==> src/rtl/alu_block_sequencer.sv <==
// Walks a source image in 2x2 blocks, fetches each block from a 1-cycle-latency RAM,
// runs it through the pixel ALU start/done handshake and presents the result downstream.
module alu_block_sequencer #(
    parameter int IMG_W  = 160,
    parameter int IMG_H  = 120,
    parameter int ADDR_W = 15
) (
    input  logic              clock,
    input  logic              reset,
    input  logic              go,
    input  logic [3:0]        opcode_in,
    output logic [ADDR_W-1:0] mem_addr,
    input  logic [7:0]        mem_rdata,
    output logic [3:0]        alu_opcode,
    output logic              alu_start,
    output logic [31:0]       alu_pixels,
    input  logic              alu_done,
    input  logic [63:0]       alu_result,
    output logic [63:0]       blk_data,
    output logic [15:0]       blk_x,
    output logic [15:0]       blk_y,
    output logic              blk_valid,
    input  logic              blk_ready,
    output logic              busy,
    output logic              frame_done
);

    typedef enum logic [1:0] {
        IDLE,
        FETCH,
        RUN,
        OUT
    } state_t;

    localparam logic [ADDR_W-1:0] ROW_W    = ADDR_W'(IMG_W);
    localparam logic [ADDR_W-1:0] ROW_STEP = ADDR_W'(2 * IMG_W);
    localparam logic [15:0]       LAST_X   = 16'(IMG_W - 2);
    localparam logic [15:0]       LAST_Y   = 16'(IMG_H - 2);

    state_t            state;
    logic [2:0]        cnt;
    logic [ADDR_W-1:0] row_base;

    logic [ADDR_W-1:0] tl_addr;
    logic [ADDR_W-1:0] tr_addr;
    logic [ADDR_W-1:0] bl_addr;
    logic [ADDR_W-1:0] br_addr;
    logic              last_col;
    logic              last_blk;
    logic [15:0]       next_x;
    logic [15:0]       next_y;
    logic [ADDR_W-1:0] next_row;
    logic [ADDR_W-1:0] next_tl;

    // Block addresses and raster advance are pure adds; row_base carries y*IMG_W.
    always_comb begin
        tl_addr  = row_base + ADDR_W'(blk_x);
        tr_addr  = tl_addr + ADDR_W'(1);
        bl_addr  = tl_addr + ROW_W;
        br_addr  = bl_addr + ADDR_W'(1);
        last_col = (blk_x == LAST_X);
        last_blk = last_col && (blk_y == LAST_Y);
        next_x   = last_col ? 16'd0 : blk_x + 16'd2;
        next_y   = last_col ? blk_y + 16'd2 : blk_y;
        next_row = last_col ? row_base + ROW_STEP : row_base;
        next_tl  = next_row + ADDR_W'(next_x);
    end

    always_ff @(posedge clock) begin
        if (reset) begin
            state      <= IDLE;
            cnt        <= '0;
            row_base   <= '0;
            mem_addr   <= '0;
            alu_opcode <= '0;
            alu_start  <= 1'b0;
            alu_pixels <= '0;
            blk_data   <= '0;
            blk_x      <= '0;
            blk_y      <= '0;
            blk_valid  <= 1'b0;
            busy       <= 1'b0;
            frame_done <= 1'b0;
        end else begin
            frame_done <= 1'b0;
            case (state)
                IDLE: begin
                    if (go) begin
                        alu_opcode <= opcode_in;
                        blk_x      <= '0;
                        blk_y      <= '0;
                        row_base   <= '0;
                        mem_addr   <= '0;
                        cnt        <= '0;
                        busy       <= 1'b1;
                        state      <= FETCH;
                    end
                end
                // The address for read k is on the bus during cnt=k, its data lands at cnt=k+1.
                FETCH: begin
                    cnt <= cnt + 3'd1;
                    case (cnt)
                        3'd0: mem_addr <= tr_addr;
                        3'd1: begin
                            mem_addr         <= bl_addr;
                            alu_pixels[7:0]  <= mem_rdata;
                        end
                        3'd2: begin
                            mem_addr         <= br_addr;
                            alu_pixels[15:8] <= mem_rdata;
                        end
                        3'd3: alu_pixels[23:16] <= mem_rdata;
                        default: begin
                            alu_pixels[31:24] <= mem_rdata;
                            alu_start         <= 1'b1;
                            state             <= RUN;
                        end
                    endcase
                end
                RUN: begin
                    if (alu_done) begin
                        blk_data  <= alu_result;
                        alu_start <= 1'b0;
                        blk_valid <= 1'b1;
                        state     <= OUT;
                    end
                end
                OUT: begin
                    if (blk_ready) begin
                        blk_valid <= 1'b0;
                        if (last_blk) begin
                            frame_done <= 1'b1;
                            busy       <= 1'b0;
                            state      <= IDLE;
                        end else begin
                            blk_x    <= next_x;
                            blk_y    <= next_y;
                            row_base <= next_row;
                            mem_addr <= next_tl;
                            cnt      <= '0;
                            state    <= FETCH;
                        end
                    end
                end
                default: state <= IDLE;
            endcase
        end
    end

endmodule

==> config.mk <==
export PLATFORM = sky130hd
export DESIGN_NAME = alu_block_sequencer
export DESIGN_NICKNAME = d
export VERILOG_FILES = /design/src/rtl/alu_block_sequencer.sv
export SDC_FILE = /design/constraint.sdc
export NUM_CORES = 1
export LEC_CHECK = 0
export ABC_AREA = 1
export CORE_ASPECT_RATIO = 0.5
export CORE_MARGIN = 8
export CORE_UTILIZATION = 35
export CTS_CLUSTER_DIAMETER = 100
export DETAILED_ROUTE_END_ITERATION = 8
export GPL_TIMING_DRIVEN = 1
export HOLD_SLACK_MARGIN = 0.05
export PLACE_DENSITY = 0.62
export SYNTH_ARGS = -nofsm -noshare
export SYNTH_HDL_FRONTEND = slang
export SYNTH_SLANG_ARGS = --single-unit
export TNS_END_PERCENT = 20
==> constraint.sdc <==
create_clock -name clock -period 6.2 [get_ports clock]
set_input_delay 1.86 -clock clock [delete_from_list [all_inputs] [get_ports clock]]
set_output_delay 1.86 -clock clock [all_outputs]
set_load 0.01 [all_outputs]
* Yosys cells after proc, flatten, opt, wreduce, memory -nomap -nowiden
Index checks and enable logic that the tools add are counted.
** Word-level totals
- Output and inout bits :: 151
- Register bits after elaboration :: 171
- Input port bits :: 81
** Operators by class
- Bitwise gates (word level) :: 3
- $add $sub $neg :: 9
- Equal/unequal tests :: 16
- Mux-type cells :: 39
- Reduce and logical (&&, ||, !) cells :: 23
** Operator list (number)
- two-way mux 16 bit :: 7
- two-way mux 15 bit :: 6
- case mux 15 bit (3 select lines) :: 2
- case mux 16 bit (2 select lines) :: 2
- adder 16 x 2 -> 16 bit (second input constant) :: 2
- adder 15 x 1 -> 15 bit (second input constant) :: 2
- adder 15 bit :: 2
- case mux 15 bit (2 select lines) :: 1
- equality test 16 x 7 -> 1 bit (second input constant) :: 1
- equality test 16 x 8 -> 1 bit (second input constant) :: 1
- AND reduction 4 bit :: 4
- adder 15 x 8 -> 15 bit (second input constant) :: 1
- adder 15 x 9 -> 15 bit (second input constant) :: 1
- inequality test 2 bit (second input constant) :: 7
- AND reduction 2 bit :: 6
- AND reduction 5 bit :: 2
- two-way mux 1 bit :: 9
- two-way mux 3 bit :: 3
- case mux 3 bit (3 select lines) :: 1
- two-way mux 2 bit :: 4
- case mux 2 bit (4 select lines) :: 1
- equality test 3 x 2 -> 1 bit (second input constant) :: 2
- case mux 1 bit (2 select lines) :: 3
- AND reduction 3 bit :: 2
- 13 further kinds :: 18

* Logic depth before layout (Yosys ltp)
- Word-level depth :: 6
- Depth in mapped cells :: 24

* Worst setup path after synthesis
No wires, ideal clock.
- Kind :: reg2reg
- Start :: register blk_x[1]
- End :: register mem_addr[14]
- Path slack :: 3025 ps
- Path buffers :: 0
- Setup time :: 109 ps
- Stages on the path, launching flop included :: 20
- Data required time :: 6091 ps
- Arrival :: 3066 ps
- Cell sequence :: dfxtp_1 -> ha_1 -> nand4_1 -> nor4_1 -> nand2_1 -> o21ai_2 -> nand2_1 -> nor2_2 -> nand3_1 -> xor2_1 -> inv_2 -> ha_1 -> nand2_1 -> a21oi_1 -> a2111oi_0 -> nand3_1 -> nand3_1 -> nand3_1 -> nand2_1 -> inv_1
** Between the ends
- Word-level cells in the longest chain between the ends :: 6
** Ends and longest elaborated chain
- start: declaration :: line 20 : output logic [15:0] blk_x,
- start signal: assignment :: line 136 : blk_x <= next_x;
- branches (longest 6 deep; another with adder 15 bit)
- end signal: assignment :: line 103 : 3'd0: mem_addr <= tr_addr;
- end signal: assignment :: line 105 : mem_addr <= bl_addr;
- end signal: assignment :: line 139 : mem_addr <= next_tl;
- end: declaration :: line 12 : output logic [ADDR_W-1:0] mem_addr,
Parallel ways; which one is timed is not known. The select of a mux whose other input is x is not followed.
A chain may end at the register's enable or synchronous reset.

* Worst setup path after layout
Same ends and word-level chain as after synthesis.

==> results.md <==
* Yosys warns at 0
* Post-synthesis to final-layout area growth at 36.22%
* Total gr overflow at 0
* Final core area utilization at 48.08%
* Most common cell in the netlist: nor2_1
* Vias per cell at 4.894
* Initial core utilization at 35.30%
* Avg WL per Cell at 15.80 um
* Post-synth EDFFs at 0
* Die Height at 128.1 um
* Initial DRC count at approximately 610
* Hold depth at 2
* Fillers at 2,517
* Max-Cap Viols at 0
* CP Data Required Time at 6590 ps
* Hold_buf cts at 0
* Main combinational cell family by area after synthesis: simple AND/OR/NAND/NOR gates
* Tot GR Track Use at a little under a fifth
* Sink Count at 164
* Initial antenna violation count at 0
* R2R setup slack at 2100 ps
* Final period utilization at between 60 and 70%
* Clock Tree Buf Depth at 2
* Worst hold margin at 472.4 ps
* Vias at 9,059
* CP Capture Point: mem_addr[14]
* Slew headroom at 25.17%
* Status: complete, no violations
* Final wirelength at 29,250 um
* Final Setup Violations at 0
* Adder-cell area share of the yosys netlist at 4.977%
* Max-slew violations at 0
* R2R Path Start: blk_x[1]
* Count of cell types in the netlist at 50
* FF+latch area at 0.003283 sq mm
* Ports at between 200 and 250
* Hold crit path type: reg -> reg
* Largest area contributor in the netlist: dfxtp_1
* Cells on worst reg2reg path at 20
* Crit path DAT at 4480 ps
* Xor/xnor cell area share of the yosys netlist at 2.289%
* DRC viols at 0
* Row cnt at 41
* CTS resizes at 0
* Hpwl dp at 22,560 um
* Post-synthesis mux area share at 0%
* Max IR drop VDD at 241.9 uV
* TritonCTS clock tree: done
* Crit start category: register
* Sequential fraction of the synthesis area at roughly 37%
* CP max FO at 7
* FF+latch count, synth at about 160
* Fmax at 0.2442 GHz
* Cell Area, Synth at between 0.008 and 0.009 sq mm
* Critical Path Source: blk_x[1]
* Multi-input gate area at between 0.004 and 0.005 sq mm
* Postcts setup bufs at 0
* CTS Buf Count at 17
* Worst-Margin Slew at 1122 ps
* Die area at 0.03078 sq mm
* # nets final at 1,610
* Ys flop type: dfxtp_1
* Most frequent cells after synthesis: nor2_1, nand2_1, dfxtp_1
* Post-synth ARST share at 0%
* Crit Path Category: reg -> reg
* Unrepaired setup endpoints after global routing: no
* Share of post-route cells with drive strength above 1 at 7.764%
* Endpoints failing hold at 0
* Diode count at 0
* Clock Latency Late Sink at 440 ps
* 1st-pass router iterations at 7
* Worst setup EP type: register
* Clk_skew at 10.16 ps
* RD Place Congestion at 0.9346
* Leakage Power at 4.742 nW
* Clk slew on worst S/H paths at about 60 ps
* Final worst path period need at 4095 ps
* Largest cells by area after synthesis: dfxtp_1, nor2_1, nand2_1
* Vias in the first global route at roughly 8,400
* TNS Setup at 0 ps
* Post-synthesis simple-gate area fraction at 32.42%
* Yosys top cell area share at between 30% and 40%
* Die X-Extent at 240.2 um
* Worst reg2reg endpoint: mem_addr[14]
* Largest net degree at the start of global routing at 75
* Root Buffer: clkbuf_16
* Global-route wire length before repair at around 46,000 um
* H-tree depth at 4
* Pwr dens at ~320 mW/mm^2
* CORE AREA at 0.02493 sq mm
* Avg Inst Size Synth at 6.837 sq um
* Buffers added on ports at 230
* Compound-cell area share of the yosys netlist at 15.07%
* Antenna viol nets, final at 0
* Mapped Cells at around 1,300
## critical path, stage by stage, from the launching register on
cell	delay, ps
dfxtp_1	540
ha_1	320
nand4_1	140
nor4_1	250
nand2_1	290
o21ai_2	230
nand2_1	110
nor2_2	120
nand3_1	100
xor2_1	170
inv_2	70
ha_1	320
nand2_1	130
a21oi_1	50
a2111oi_0	530
nand2_1	90
o21ai_0	100
nand3_1	210
nand3_1	170
nand2_1	60
inv_1	40
## sequential cells by signal, summed over array words and instances (netlist names)
name and count:
row_base 9, busy 1, blk_y 15, cnt 3, alu_pixels 32, alu_opcode 4, state 2, blk_x 16
mem_addr 15, blk_valid 1, frame_done 1, blk_data 64, alu_start 1
## cell usage in the layout (no fill, tap or decap), types with 9 or more instances in the layout
cell,synthesis,final
o21ai_0,130,130
nor3_1,16,16
xor2_1,19,19
nor2_2,9,9
nand3_1,64,64
dfxtp_1,164,164
a21oi_1,75,75
nand4_1,16,16
nand3_2,12,12
clkdlybuf4s50_1,0,230
inv_1,113,112
nand2_2,23,23
nand2_1,215,215
clkbuf_16,0,17
inv_2,16,17
ha_1,35,35
nor2_1,261,261
## stage by stage
step / cell area, sq um / cells / power (mW) / worst slack [ps]
finish: 11990 / 1851 / 3.877 / 2105
global route: 11990 / 1851 / 4.117 / 1702
CTS: 11990 / 1851 / 3.916 / 2176
detailed placement: 11370 / 1819 / 2.785 / 2016
global placement: 11370 / 1819 / 2.756 / 2062
floorplan: 8807 / 1289 / 2.174 / 3025
## area by class of cell
type / instances / area share (%)
Timing Repair Buffer: 234 / 19.46
Multi-Input combinational cell: 946 / 40.29
Inverter: 131 / 4.102
Clock inverter: 15 / 1.618
Sequential cell: 164 / 27.39
Clock buffer: 17 / 3.549
Tap cell: 344 / 3.591
## kinds of logic (layout without fill, tap and decap cells)
group	count (synthesis)	in the layout
and+or+nand+nor	641	641
xor gates and xnor gates	23	23
adders and majority gates	35	35
AOI/OAI and AO/OA	244	244
other	1	3
buffers and inverters	179	397
DFF	164	164
## routing by layer
metal	wire length, um	up-vias	share of wire [%]	global-route usage (%)
met1	13210	4142	45	23.71
met5	0	-	0	0
li1	-	4598	-	-
met4	828	0	2.8	7.599
met2	13400	270	46	30.00
met3	1810	49	6.2	3.841
## power breakdown
| part | leakage [nW] | switching, mW | internal (mW) | total, mW |
|---|---|---|---|---|
| logic | 3.11 | 0.789 | 0.584 | 1.37 |
| registers | 1.33 | 0.148 | 1.24 | 1.39 |
| clock network | 0.296 | 0.471 | 0.644 | 1.11 |
## worst min-delay path by stage
stage | startpoint | to | slack, ps
CTS | alu_pixels[13] | alu_pixels[13] | 470
detailed placement | alu_start | alu_start | 460
floorplan | row_base[8] | row_base[8] | 470
global placement | alu_pixels[12] | alu_pixels[12] | 450
finish | alu_pixels[13] | alu_pixels[13] | 470
global route | alu_pixels[10] | alu_pixels[10] | 490
No activity file was read; power rests on OpenSTA's default activity.
